`config.mk`:
```
export PLATFORM = sky130hd
export DESIGN_NAME = z80_mem_responder
export DESIGN_NICKNAME = d
export VERILOG_FILES = /design/src/rtl/z80_bus_pkg.sv /design/src/rtl/z80_cycle_decode.sv /design/src/rtl/z80_mem_responder.sv
export SDC_FILE = /design/constraint.sdc
export NUM_CORES = 1
export LEC_CHECK = 0
export ABC_AREA = 1
export CAP_MARGIN = 20
export CORE_ASPECT_RATIO = 0.9
export CORE_MARGIN = 2
export CORE_UTILIZATION = 46
export CTS_CLUSTER_SIZE = 8
export DETAILED_ROUTE_END_ITERATION = 12
export GPL_TIMING_DRIVEN = 0
export PLACE_DENSITY = 0.92
export SLEW_MARGIN = 20
export SYNTH_ARGS = -nofsm -noshare
export SYNTH_HDL_FRONTEND = slang
export SYNTH_SLANG_ARGS = --single-unit
```
`constraint.sdc`:
```
create_clock -name clk -period 1.3 [get_ports clk]
set_input_delay 0.13 -clock clk [delete_from_list [all_inputs] [get_ports clk]]
set_output_delay 0.13 -clock clk [all_outputs]
set_load 0.1 [all_outputs]
```
`src/rtl/z80_bus_pkg.sv`:
```
// Shared types and constants for the Z80 memory responder.
package z80_bus_pkg;

   localparam int unsigned CNT_W = 4;

   localparam logic [7:0] DEF_IO_PAGE     = 8'h10;
   localparam logic [7:0] DEF_INTA_VECTOR = 8'hFF;

   typedef enum logic [2:0] {
      IDLE,
      ADDR,
      WAIT,
      DATA,
      HOLD
   } state_t;

   typedef enum logic [2:0] {
      MEM_RD,
      MEM_WR,
      IO_RD,
      IO_WR,
      INTA
   } cyc_t;

   // True for IO read/write cycles (interrupt acknowledge excluded).
   function automatic logic is_io(input cyc_t c);
      return (c == IO_RD) || (c == IO_WR);
   endfunction

endpackage

```
`src/rtl/z80_cycle_decode.sv`:
```
// Classifies the Z80 bus strobes into a cycle type; purely combinational.
module z80_cycle_decode
   import z80_bus_pkg::*;
(
   input  logic m1_n,
   input  logic mreq_n,
   input  logic iorq_n,
   input  logic rd_n,
   input  logic rfsh_n,
   output logic cyc_valid_c,
   output cyc_t cyc_type_c
);

   // Priority: interrupt acknowledge, then memory (refresh excluded), then IO.
   always_comb begin
      cyc_valid_c = 1'b0;
      cyc_type_c  = MEM_RD;
      if (!m1_n && !iorq_n) begin
         cyc_valid_c = 1'b1;
         cyc_type_c  = INTA;
      end else if (!mreq_n && rfsh_n) begin
         cyc_valid_c = 1'b1;
         cyc_type_c  = rd_n ? MEM_WR : MEM_RD;
      end else if (!iorq_n) begin
         cyc_valid_c = 1'b1;
         cyc_type_c  = rd_n ? IO_WR : IO_RD;
      end
   end

endmodule

```
`src/rtl/z80_mem_responder.sv`:
```
// Z80 bus slave that serves memory, IO and interrupt-acknowledge cycles
// from a synchronous RAM port with optional wait-state insertion.
// Define Z80_RESP_IO_EN to map IO cycles onto RAM page IO_PAGE; without it
// IO reads return 8'hFF, IO writes are dropped and IO cycles get no waits.
module z80_mem_responder
   import z80_bus_pkg::*;
#(
   parameter int unsigned WAIT_STATES = 0,
   parameter logic [7:0]  INTA_VECTOR = DEF_INTA_VECTOR,
   parameter logic [7:0]  IO_PAGE     = DEF_IO_PAGE
) (
   input  logic        clk,
   input  logic        reset,
   input  logic [15:0] A,
   input  logic [7:0]  dout,
   output logic [7:0]  di,
   input  logic        m1_n,
   input  logic        mreq_n,
   input  logic        iorq_n,
   input  logic        rd_n,
   input  logic        wr_n,
   input  logic        rfsh_n,
   output logic        wait_n,
   output logic [15:0] ram_addr,
   output logic [7:0]  ram_wdata,
   output logic        ram_we,
   output logic        ram_re,
   input  logic [7:0]  ram_rdata
);

`ifdef Z80_RESP_IO_EN
   localparam bit IO_EN = 1'b1;
`else
   localparam bit IO_EN = 1'b0;
`endif

   localparam logic [CNT_W-1:0] WAIT_LOAD =
      (WAIT_STATES > 0) ? CNT_W'(WAIT_STATES - 1) : '0;

   state_t           state;
   cyc_t             cyc;
   logic [CNT_W-1:0] wait_cnt;
   logic             armed;
   logic             re_d;
   logic [7:0]       rd_buf;

   logic             cyc_valid_c;
   cyc_t             cyc_type_c;
   logic             strobes_idle_c;
   logic             wants_wait_c;
   logic             write_ok_c;
   logic             write_now_c;
   logic [7:0]       rd_data_c;

   z80_cycle_decode u_decode (
      .m1_n        (m1_n),
      .mreq_n      (mreq_n),
      .iorq_n      (iorq_n),
      .rd_n        (rd_n),
      .rfsh_n      (rfsh_n),
      .cyc_valid_c (cyc_valid_c),
      .cyc_type_c  (cyc_type_c)
   );

   // Cycle qualifiers; RAM data is only valid the clock after ram_re, so a
   // buffered copy covers reads stretched by wait states.
   always_comb begin
      strobes_idle_c = mreq_n && iorq_n;
      wants_wait_c   = (WAIT_STATES > 0) && (IO_EN || !is_io(cyc_type_c));
      write_ok_c     = (cyc == MEM_WR) || (IO_EN && (cyc == IO_WR));
      write_now_c    = write_ok_c && !wr_n && (state inside {ADDR, WAIT, DATA});
      rd_data_c      = re_d ? ram_rdata : rd_buf;
   end

   // Bus FSM with wait counter and registered RAM port.
   always_ff @(posedge clk) begin
      if (reset) begin
         state     <= IDLE;
         cyc       <= MEM_RD;
         wait_cnt  <= '0;
         armed     <= 1'b0;
         re_d      <= 1'b0;
         rd_buf    <= '0;
         di        <= 8'hFF;
         wait_n    <= 1'b1;
         ram_we    <= 1'b0;
         ram_re    <= 1'b0;
         ram_addr  <= '0;
         ram_wdata <= '0;
      end else begin
         ram_we <= 1'b0;
         ram_re <= 1'b0;
         re_d   <= ram_re;
         if (re_d) rd_buf <= ram_rdata;

         if (strobes_idle_c) begin
            armed    <= 1'b1;
            state    <= IDLE;
            wait_n   <= 1'b1;
            wait_cnt <= '0;
         end else begin
            if (!wait_n) begin
               if (wait_cnt == '0) wait_n <= 1'b1;
               else                wait_cnt <= wait_cnt - CNT_W'(1);
            end

            if (write_now_c) begin
               ram_we    <= 1'b1;
               ram_wdata <= dout;
               state     <= HOLD;
            end else begin
               case (state)
                  IDLE: begin
                     if (armed && cyc_valid_c) begin
                        armed    <= 1'b0;
                        cyc      <= cyc_type_c;
                        state    <= ADDR;
                        ram_addr <= is_io(cyc_type_c) ? {IO_PAGE, A[7:0]} : A;
                        ram_re   <= (cyc_type_c == MEM_RD) ||
                                    (IO_EN && (cyc_type_c == IO_RD));
                        if (wants_wait_c) begin
                           wait_n   <= 1'b0;
                           wait_cnt <= WAIT_LOAD;
                        end
                     end
                  end
                  ADDR: state <= wait_n ? DATA : WAIT;
                  WAIT: if (wait_n) state <= DATA;
                  DATA: begin
                     if (!write_ok_c) begin
                        case (cyc)
                           MEM_RD:  di <= rd_data_c;
                           IO_RD:   di <= IO_EN ? rd_data_c : 8'hFF;
                           INTA:    di <= INTA_VECTOR;
                           default: di <= di;
                        endcase
                        state <= HOLD;
                     end
                  end
                  default: state <= state;
               endcase
            end
         end
      end
   end

endmodule

```
== Word-level counts from Yosys, hierarchy flattened ==
Cells that the tools add are included.

* Input bits: 40
* Register bits: 55
* Output and inout bits: 35
* Word-level logic and storage cells: 92

* Add/sub/neg operators: 1
* Muxes and demuxes: 23
* Reduce and logical (&&, ||, !) cells: 33
* Equal/unequal tests: 15
* Bitwise operators: 7

{| class="wikitable"
|+ Operators by type and width
! kind !! number
|-
| $mux W3 || 7
|-
| $mux W16 || 1
|-
| $pmux W8 S2 || 1
|-
| $eq A3 B2 Y1 const B || 5
|-
| $mux W1 || 12
|-
| $pmux W3 S4 || 1
|-
| $reduce_and A4 Y1 || 3
|-
| $logic_not A3 Y1 || 3
|-
| $ne A3 B3 Y1 const B || 3
|-
| $mux W8 || 1
|-
| $ne A2 B2 Y1 const B || 4
|-
| $not A1 Y1 || 7
|-
| $eq A3 B1 Y1 const B || 2
|-
| $logic_and A1 B1 Y1 || 6
|-
| $reduce_bool A2 Y1 || 3
|-
| $reduce_or A3 Y1 || 2
|-
| $reduce_and A5 Y1 || 1
|-
| $reduce_bool A5 Y1 || 1
|-
| $reduce_or A5 Y1 || 1
|-
| $logic_not A1 Y1 || 4
|-
| $logic_not A4 Y1 || 1
|-
| $reduce_and A2 Y1 || 2
|-
| $reduce_bool A4 Y1 || 1
|-
| $reduce_or A2 Y1 || 2
|-
| other kinds (5) || 5
|}

== Longest topological paths before layout ==
Gate-level depths: netlist of the first run.

* Word-level depth: 9
* Depth in mapped cells: 9
* Gate-level depth less buffers: 9

== Cells and area by module ==
A second synthesis of the first run with hierarchy kept.

* Cells, all modules: 294
* Area, all modules: 2230.9 um^2

{| class="wikitable"
|+ Modules (own cells, without submodules)
! module !! sequential area each (um^2) !! area each (um^2) !! instances !! cells an instance
|-
| z80_mem_responder || 1101.1 || 2189.6 || 1 || 285
|-
| z80_cycle_decode || 0.0 || 41.3 || 1 || 9
|}

== Worst setup path before layout of the first run ==
OpenSTA, ideal clock, no wires.

* Path kind: flip-flop to flip-flop
* Start: register wait_n
* End: register wait_cnt[1]
* Clock period less this slack: 1608 ps
* Data arrival time: 1489 ps
* Library setup time: 119 ps
* Path slack: -308 ps
* Path buffers: 0
* Stages on the path, launching flop included: 6
* Data required time: 1181 ps
* Path through: dfxtp_1 -> inv_1 -> nand2_1 -> inv_1 -> o21ai_0 -> a21oi_1

* Word-level cells in the longest chain between the ends: 2

{| class="wikitable"
|+ RTL lines
! item !! RTL line !! RTL
|-
| start: declaration || z80_mem_responder.sv:23 || <nowiki>output logic wait_n,</nowiki>
|-
| start signal: assignment || z80_mem_responder.sv:85 || <nowiki>wait_n <= 1'b1;</nowiki>
|-
| start signal: assignment || z80_mem_responder.sv:99 || <nowiki>wait_n <= 1'b1;</nowiki>
|-
| start signal: assignment || z80_mem_responder.sv:103 || <nowiki>if (wait_cnt == '0) wait_n <= 1'b1;</nowiki>
|-
| $not A1 Y1 (no line) || - ||
|-
| $reduce_and A2 Y1 (no line) || - ||
|-
| end signal: assignment || z80_mem_responder.sv:104 || <nowiki>else wait_cnt <= wait_cnt - CNT_W'(1);</nowiki>
|-
| end: declaration || z80_mem_responder.sv:42 || <nowiki>logic [CNT_W-1:0] wait_cnt;</nowiki>
|}

No other way between the ends.
A chain may end at the register's enable or synchronous reset.

== Worst setup path in the final report of the first run ==
* Start: register state[0]
* End: register cyc[1]

* Word-level cells in the longest chain between the ends: 5
* Elaborated cells between the ends (all ways): 8
* Those cells by class: eq/ne (3); bitwise (1); reduce/logical (4)

{| class="wikitable"
|+ RTL lines
! item !! RTL line !! RTL
|-
| start: declaration || z80_mem_responder.sv:40 || <nowiki>state_t state;</nowiki>
|-
| start signal: assignment || z80_mem_responder.sv:127 || <nowiki>ADDR: state <= wait_n ? DATA : WAIT;</nowiki>
|-
| start signal: assignment || z80_mem_responder.sv:140 || <nowiki>default: state <= state;</nowiki>
|-
| $eq A3 B1 Y1 or $eq A3 B2 Y1 (tied branches) || z80_mem_responder.sv:71 || <nowiki>write_now_c = write_ok_c && !wr_n && (state inside {ADDR, WAIT, DATA});</nowiki>
|-
| $reduce_bool A3 Y1 || z80_mem_responder.sv:71 ||
|-
| $logic_and A1 B1 Y1 || z80_mem_responder.sv:71 ||
|-
| $not A1 Y1 (no line) || - ||
|-
| $reduce_and A4 Y1 (no line) * || - ||
|-
| end signal: assignment || z80_mem_responder.sv:116 || <nowiki>cyc <= cyc_type_c;</nowiki>
|-
| end: declaration || z80_mem_responder.sv:41 || <nowiki>cyc_t cyc;</nowiki>
|}

Every way passes the cells marked *; elsewhere a longest branch is shown, timed or not.

==> implementation parameters, run 1 <==
Parameter                              Value

Route
  Via count    2,234
  Average detailed-routed wire length per instance    roughly 12 microns
  Routed WL    5490 microns
  Number of DRC violations after detailed routing    0
  DR iter-0 viols    111
  Vias per inst    between 4 and 5
  Post-detailed-route count of antenna-violating nets    0
  Detailed-routing iteration count for the pre-antenna-repair pass    4

Setup path
  Endpoint kind of the worst setup timing path    register
  Largest fanout on the critical path    10
  Number of cells traversed by the worst register-to-register path    7
  Class of the most critical setup path    reg2reg
  Required time at the worst-slack endpoint    roughly 1.5 ns
  Family with the most delay on the worst path    simple AND/OR/NAND/NOR gates
  Element type at the critical path start    register
  Worst r2r dst    cyc[1]
  Crit path arrival time    1.51 ns
  Beginning of the critical path    state[0]
  Crit. path cell count    7
  CP Buf/Inv Count    2
  Internal reg-to-reg setup slack    -0.02 ns
  Most common cell type on the critical path    sky130_fd_sc_hd__nor2_4
  Max stage delay cell, worst path    sky130_fd_sc_hd__dfxtp_4
  Reg2Reg Launch Point    state[0]
  Peak per-stage delay on the critical path    0.38 ns
  Critical-path cell list    nor2_4 -> nand2_2 -> nor2_4 -> clkinv_4 -> buf_6 -> nand2_1 -> a21oi_1

Pwr
  Switching Fraction    a little over a quarter
  Total internal power    0.00271 W
  Peak supply drop    slightly above 900 uV
  Net load switching power    between 0.001 and 0.0015 W
  Fraction of power consumed by the clock network    35.5%
  Leak    between 1 and 1.5 nW
  Combinational power share    17.3%
  Portion of total power attributed to sequential cells    between 40% and 50%
  Power per unit of standard cell area    roughly 1200 nW/um^2

Clock tree
  Worst-skew pair later-pin latency    0.31 ns
  Clock-pin transition on the worst setup and hold timing paths    0.10 ns
  Number of clock buffers inserted by TritonCTS    5
  H-Tree Depth    2
  Cell at the root of the clock tree    sky130_fd_sc_hd__clkbuf_8
  Number of buffers on the longest clock path    2
  Clock tree from TritonCTS    yes
  Clock Sinks    55

Final layout
  Most used cells in the layout excluding fill and tap cells    sky130_fd_sc_hd__nand2_1, sky130_fd_sc_hd__dfxtp_1, sky130_fd_sc_hd__inv_1
  Most common cell after layout, fill and taps aside    sky130_fd_sc_hd__nand2_1
  # fillers    433
  Fraction of final layout cells with drive strength greater than 1    24.2%
  Final std cells w/o fill    about 470
  Final core utilization    66.0%
  Final cell area excluding filler cells    3210 sq um
  Area delta synth->final    37.8%
  Nets@finish    441
  FF/Latch Area    about 1100 sq um
  Ant diodes    0
  Multi-input combinational cell area    1040 sq um

Global route
  Total Routing Usage GR    18.9%
  Final global-route overflow total    0
  Number of global-route vias before repair    2,075
  Initial antenna violation count    0
  Wire length of the first global-routing pass    roughly 8600 microns
  Largest net degree at the start of global routing    18

Job
  Count of max-cap constraint violations    0

STA
  Worst slew margin relative to its limit    67.2%
  RSZ-0062 raised after global routing    true
  Slew of the pin with the lowest slew margin    0.495 ns
  Clock skew after layout    0.00979 ns
  Final setup violation count    8
  Peak Freq    0.758 GHz
  Final worst path period share    101%
  Count of endpoints failing hold in the final timing report    0
  Final worst path period need    1.32 ns
  Number of max-slew violations in the final report    0
  Least setup slack across all paths after layout    -0.0190 ns
  Hold WS    0.393 ns

Worst hold path
  Hold Crit Depth    3
  Class of the most critical hold timing path    in2reg
  Hold wc startpoint    A[9]
  Terminating pin of the worst hold path    ram_addr[9]

Placed design
  Dpl cell area    3150 sq um
  IO Port Bufs    74
  Post-placement worst setup slack    -0.321 ns
  Placed instance count    453
  Final GP Congestion    0.825
  Estimated wirelength of the detail-placed design    between 3000 and 4000 microns

Floorplan
  Cell row count    24
  DIE WIDTH    79.0 microns
  Number of top-level pins    75
  Area inside the core boundary    4860 sq um
  Die footprint    about 5700 sq um
  Die H    71.5 microns
  Initial Util    47.9%

Synth
  Gate Count Post-Synth    314
  Synth Register Bits    55
  Mean post-synth cell area    7.42 sq um
  Asr flop ratio synth    0%
  Synthesized net count    355
  Commonest register cell after synthesis    sky130_fd_sc_hd__dfxtp_1
  Total number of yosys warnings    0
  Number of enable flip-flop cells after synthesis    0
  Cell variety after synth    28
  Synthesized cell area    2330 sq um
  Part of the Yosys area used for sequential elements    between 40 and 50%

Run status
  Run status    finished, violations left
  Violated checks    setup timing
[state kept, by name (all words and copies together) (netlist names)]
name,cells
re_d,1
wait_n,1
rd_buf,8
ram_addr,16
state,3
cyc,3
ram_we,1
armed,1
ram_re,1
wait_cnt,4
di,8
ram_wdata,8
[logic make-up (layout without fill, tap and decap cells)]
kind of cell,count (synthesis),after routing,synth area share (%)
buffers and inverters,57,143,10.4
DFF,55,55,47.2
adders and majority gates,1,1,0.537
and+or+nand+nor,155,156,30.0
muxes,8,8,3.44
xor gates and xnor gates,1,1,0.376
AOI/OAI and AO/OA,37,37,8.11
[metrics by stage]
step                TNS (ns)  power, W
floorplan                  0   0.00221
global placement      -17.69   0.00242
detailed placement    -18.79   0.00243
CTS                        0   0.00371
global route           -1.12   0.00384
finish               -0.0624   0.00372
[cells in the mapped netlist, types with 2 or more instances]
master	number	area share, %
sky130_fd_sc_hd__mux2i_1	8	3.4
sky130_fd_sc_hd__nand2_1	84	14
sky130_fd_sc_hd__nor2_2	11	3.0
sky130_fd_sc_hd__nor2_4	2	0.97
sky130_fd_sc_hd__buf_1	2	0.32
sky130_fd_sc_hd__nand3_1	14	3.0
sky130_fd_sc_hd__inv_1	45	7.2
sky130_fd_sc_hd__inv_2	3	0.48
sky130_fd_sc_hd__buf_6	3	1.4
sky130_fd_sc_hd__dfxtp_1	55	47
sky130_fd_sc_hd__a21oi_1	24	5.2
sky130_fd_sc_hd__o21ai_0	11	2.4
sky130_fd_sc_hd__buf_2	2	0.43
sky130_fd_sc_hd__nor2_1	36	5.8
[layer usage]
metal  track usage (%)  routed length (microns)  vias up
met1              21.5                     2340     1011
met2              33.8                     2640       81
met3              6.05                      439        9
li1                  -                        -     1133
met5                 0                        0        -
met4              6.13                       72        0
[timing repair]
action                                  4_1_cts  5_1_grt
gates resized for setup                     175       29
hold buffers                                  0        0
pin swaps                                     1        4
buffers inserted                              0        5
gates cloned                                  0        1
endpoints found under the setup margin       48       41
[worst max-delay path by stage]
stage | endpoint
after floorplan | ram_addr[0]
final | cyc[1]
after CTS | ram_wdata[0]
after global placement | di[3]
after global routing | ram_addr[2]
after detailed placement | di[2]
[tightest hold or removal path, stage by stage]
cell and delay (ns):
sky130_fd_sc_hd__clkdlybuf4s50_1 0.40, sky130_fd_sc_hd__nand3_1 0.08, sky130_fd_sc_hd__a21oi_1 0.05
[power groups by stage]
stage	logic (W)	registers [W]	clock network, W
CTS	0.000614	0.00176	0.00134
floorplan	0.000191	0.00201	0
global route	0.000686	0.00176	0.00139
finish	0.000644	0.00176	0.00132
detailed placement	0.000638	0.00180	0
global placement	0.000629	0.00179	0
[final cells by class]
cell class | count | share of cell area [%]
Multi-Input combinational cell | 203 | 32.3
Tap cell | 65 | 2.53
Buffer | 7 | 1.44
Inverter | 49 | 6.04
Clock inverter | 3 | 2.10
Sequential cell | 55 | 34.6
Timing Repair Buffer | 79 | 18.9
Clock buffer | 5 | 2.14
Power figures use the tool's default switching activity.
==> run 2: changes to the inputs <==
Settings changed: HOLD_SLACK_MARGIN set to 0.02.
==> results of run 2 <==
The final DEF is identical to that of run 1; final timing and power are the same.
==> run 3: changes to the inputs <==
Settings changed: CORE_UTILIZATION 46 to 45, PLACE_DENSITY 0.92 to 0.91, SYNTH_HIERARCHICAL set to 1.
==> run 3 against run 2 <==
The flow now finishes without violations. Worst setup slack better by 0.057 ns. Synthesized cell count is 6.4% lower. Non-clock buffer count increased by 1. Sequential power rose by 3%. Power fell by 0.97%. Cell count shrank 4.7%. Critical path type is now reg2out. Largest cell class unchanged. Highest routed layer unchanged.
==> implementation parameters, run 3 <==
Parameter                              Value

Route
  DR iter-0 viols    roughly 70
  Met3 routed WL    446 microns
  Post-detailed-route count of antenna-violating nets    0
  Routed WL    5600 microns
  Via count    2,196
  Vias per inst    4.95
  DR top layer    met4
  WL met2    2750 microns
  Number of DRC violations after detailed routing    0
  Detailed-routing iteration count for the pre-antenna-repair pass    4
  Detailed-route wire length on metal 1    2320 microns
  Average detailed-routed wire length per instance    12.6 microns

Setup path
  Class of the most critical setup path    reg2out
  Critical-path cell list    buf_2
  Internal reg-to-reg setup slack    approximately 0.05 ns
  Endpoint kind of the worst setup timing path    output pin
  Peak per-stage delay on the critical path    0.44 ns
  CP Buf/Inv Count    1
  Element type at the critical path start    register
  Max stage delay cell, worst path    sky130_fd_sc_hd__buf_2
  Reg2Reg Launch Point    state[0]
  Required time at the worst-slack endpoint    1.17 ns
  Number of cells traversed by the worst register-to-register path    5
  Crit path arrival time    1.13 ns
  Family with the most delay on the worst path    buffers and inverters
  Largest fanout on the critical path    2
  Worst r2r dst    ram_addr[9]

Global route
  Total Routing Usage GR    20.4%
  Largest net degree at the start of global routing    19
  Initial antenna violation count    0
  Final global-route overflow total    0
  Wire length of the first global-routing pass    9180 microns
  Number of global-route vias before repair    2,114

STA
  Count of endpoints failing hold in the final timing report    0
  Hold WS    0.114 ns
  Peak Freq    0.792 GHz
  Worst slew margin relative to its limit    66.6%
  Clock skew after layout    ~0.013 ns
  Final worst path period share    97.1%
  Final setup violation count    0
  Number of max-slew violations in the final report    0
  Final worst path period need    1.26 ns
  Slew of the pin with the lowest slew margin    just over 0.5 ns

Floorplan
  Initial Util    46.4%
  DIE WIDTH    78.2 microns
  Die footprint    roughly 5500 sq um
  Number of top-level pins    75
  Cell row count    24
  Area inside the core boundary    4800 sq um
  Die H    roughly 70 microns

Synth
  Cell types with the largest area share after synthesis    sky130_fd_sc_hd__dfxtp_1, sky130_fd_sc_hd__nor2_1, sky130_fd_sc_hd__nand2_1
  Synth Register Bits    55
  Gate Count Post-Synth    294
  Cell variety after synth    25
  Commonest register cell after synthesis    sky130_fd_sc_hd__dfxtp_1
  Asr flop ratio synth    0%
  Number of enable flip-flop cells after synthesis    0
  Synthesized net count    approximately 340
  Synthesized cell area    2230 sq um
  Mean post-synth cell area    7.59 sq um
  Most numerous cell in the Yosys netlist    sky130_fd_sc_hd__nor2_1
  Top post-synthesis cells by count    sky130_fd_sc_hd__nor2_1, sky130_fd_sc_hd__nand2_1, sky130_fd_sc_hd__dfxtp_1
  Area fraction of the dominant cell type after synthesis    49.4%
  Library cell occupying the most area in the post-synthesis netlist    sky130_fd_sc_hd__dfxtp_1
  Part of the Yosys area used for sequential elements    49.4%
  Total number of yosys warnings    6

Final layout
  Final core utilization    64.0%
  Area delta synth->final    37.8%
  Number of flip-flops in the largest register    16
  Fraction of final layout cells with drive strength greater than 1    a little under a quarter
  Most common cell after layout, fill and taps aside    sky130_fd_sc_hd__nand2_1
  Register ranked first by flip-flop count    ram_addr
  Nets@finish    about 420
  Ant diodes    0
  # fillers    443
  Most used cells in the layout excluding fill and tap cells    sky130_fd_sc_hd__nand2_1, sky130_fd_sc_hd__nor2_1, sky130_fd_sc_hd__dfxtp_1

Placed design
  IO Port Bufs    73
  Estimated wirelength of the detail-placed design    4170 microns
  Final GP Congestion    0.810

Pwr
  Leak    around 1.3 nW
  Peak supply drop    about 740 uV
  Power per unit of standard cell area    1200 nW/um^2

Worst hold path
  Terminating pin of the worst hold path    di[5]
  Class of the most critical hold timing path    in2reg
  Hold wc startpoint    reset
  Hold Crit Depth    3

Clock tree
  Cell at the root of the clock tree    sky130_fd_sc_hd__clkbuf_8
  Clock-pin transition on the worst setup and hold timing paths    0.10 ns
  Worst-skew pair later-pin latency    approximately 0.31 ns
  Number of buffers on the longest clock path    2
  Clock tree from TritonCTS    yes
  Clock Sinks    55
  H-Tree Depth    2
  # hold bufs at CTS    0
  Number of clock buffers inserted by TritonCTS    5

Run status
  Run status    finished, final reports clean

Job
  Count of max-cap constraint violations    0
-- run 3: cell types whose count changed after synthesis, moves of 2 or more --
cell / before / now
sky130_fd_sc_hd__a21oi_1: 24 / 29
sky130_fd_sc_hd__buf_1: 2 / 0
sky130_fd_sc_hd__buf_2: 2 / 4
sky130_fd_sc_hd__buf_4: 0 / 2
sky130_fd_sc_hd__clkbuf_1: 1 / 3
sky130_fd_sc_hd__inv_1: 45 / 25
sky130_fd_sc_hd__inv_2: 3 / 1
sky130_fd_sc_hd__nand2_1: 84 / 56
sky130_fd_sc_hd__nor2_1: 36 / 59
sky130_fd_sc_hd__nor2_2: 11 / 1
sky130_fd_sc_hd__o21ai_0: 11 / 22
-- run 3: logic make-up after synthesis --
kind of cell	count (synthesis)	synth area share, %
flops	55	49.4
fa+ha+maj	1	0.561
buf+inv	39	8.13
mux	8	3.59
simple gates	137	26.1
compound gates	54	12.3
-- run 3: what timing repair did --
item	in CTS	in global routing
cloned	0	3
resized for setup	181	35
pin swaps	0	3
setup buffers	0	1
setup endpoints to repair	50	41
-- run 3: worst max-delay path by stage --
stage                     slack, ns    startpoint           end  cells after the start
after floorplan                0.01  ram_addr[10]  ram_addr[10]                      4
after global routing         -0.005      state[0]        cyc[2]                      5
after global placement        -0.35        iorq_n  ram_addr[15]                      9
final                          0.04         di[6]         di[6]                      1
after CTS                      0.01        mreq_n        cyc[0]                     11
after detailed placement      -0.43        iorq_n  ram_addr[15]                      9
-- run 3: cell type report --
class                   count  area [sq um]  area share [%]
inverters                  28           115            3.74
repair buffers             76           583            19.0
flip-flops and latches     55          1110            36.1
clock buffers               5          68.8            2.24
plain buffers              11          85.1            2.77
repair inverters            1          5.00           0.163
well taps                  65          81.3            2.65
multi-input cells         200          1000            32.6
clock inverters             3          23.8           0.773
-- run 3: stage by stage --
step / total power, W / setup TNS [ns] / worst slack [ns] / instance area [sq um] / instances
final: 0.00369 / 0 / 0.0379 / 3070 / 444
after global routing: 0.00384 / -0.00620 / -0.00481 / 3070 / 444
after CTS: 0.00366 / 0 / 0.0141 / 2970 / 440
after detailed placement: 0.00276 / -21.25 / -0.427 / 3040 / 432
after global placement: 0.00274 / -19.06 / -0.353 / 3040 / 432
after floorplan: 0.00247 / 0 / 0.0103 / 2230 / 294
-- run 3: worst min-delay path, delay by kind of cell --
family / cells / cell delay [ns]
AOI/OAI and AO/OA: 1 / 0.06
and+or+nand+nor: 1 / 0.06
buffers and inverters: 1 / 0.16
-- run 3: where the power goes --
group	switching, W	internal (W)
clock	0.000564	0.000389
sequential	0.0000589	0.00176
combinational	0.000637	0.000276
-- run 3: routing by layer --
metal | GRT usage, % | up-vias
met4 | 6.43 | 0
met5 | 0 | -
met2 | 35.8 | 76
li1 | - | 1108
met3 | 7.27 | 12
met1 | 23.4 | 1000
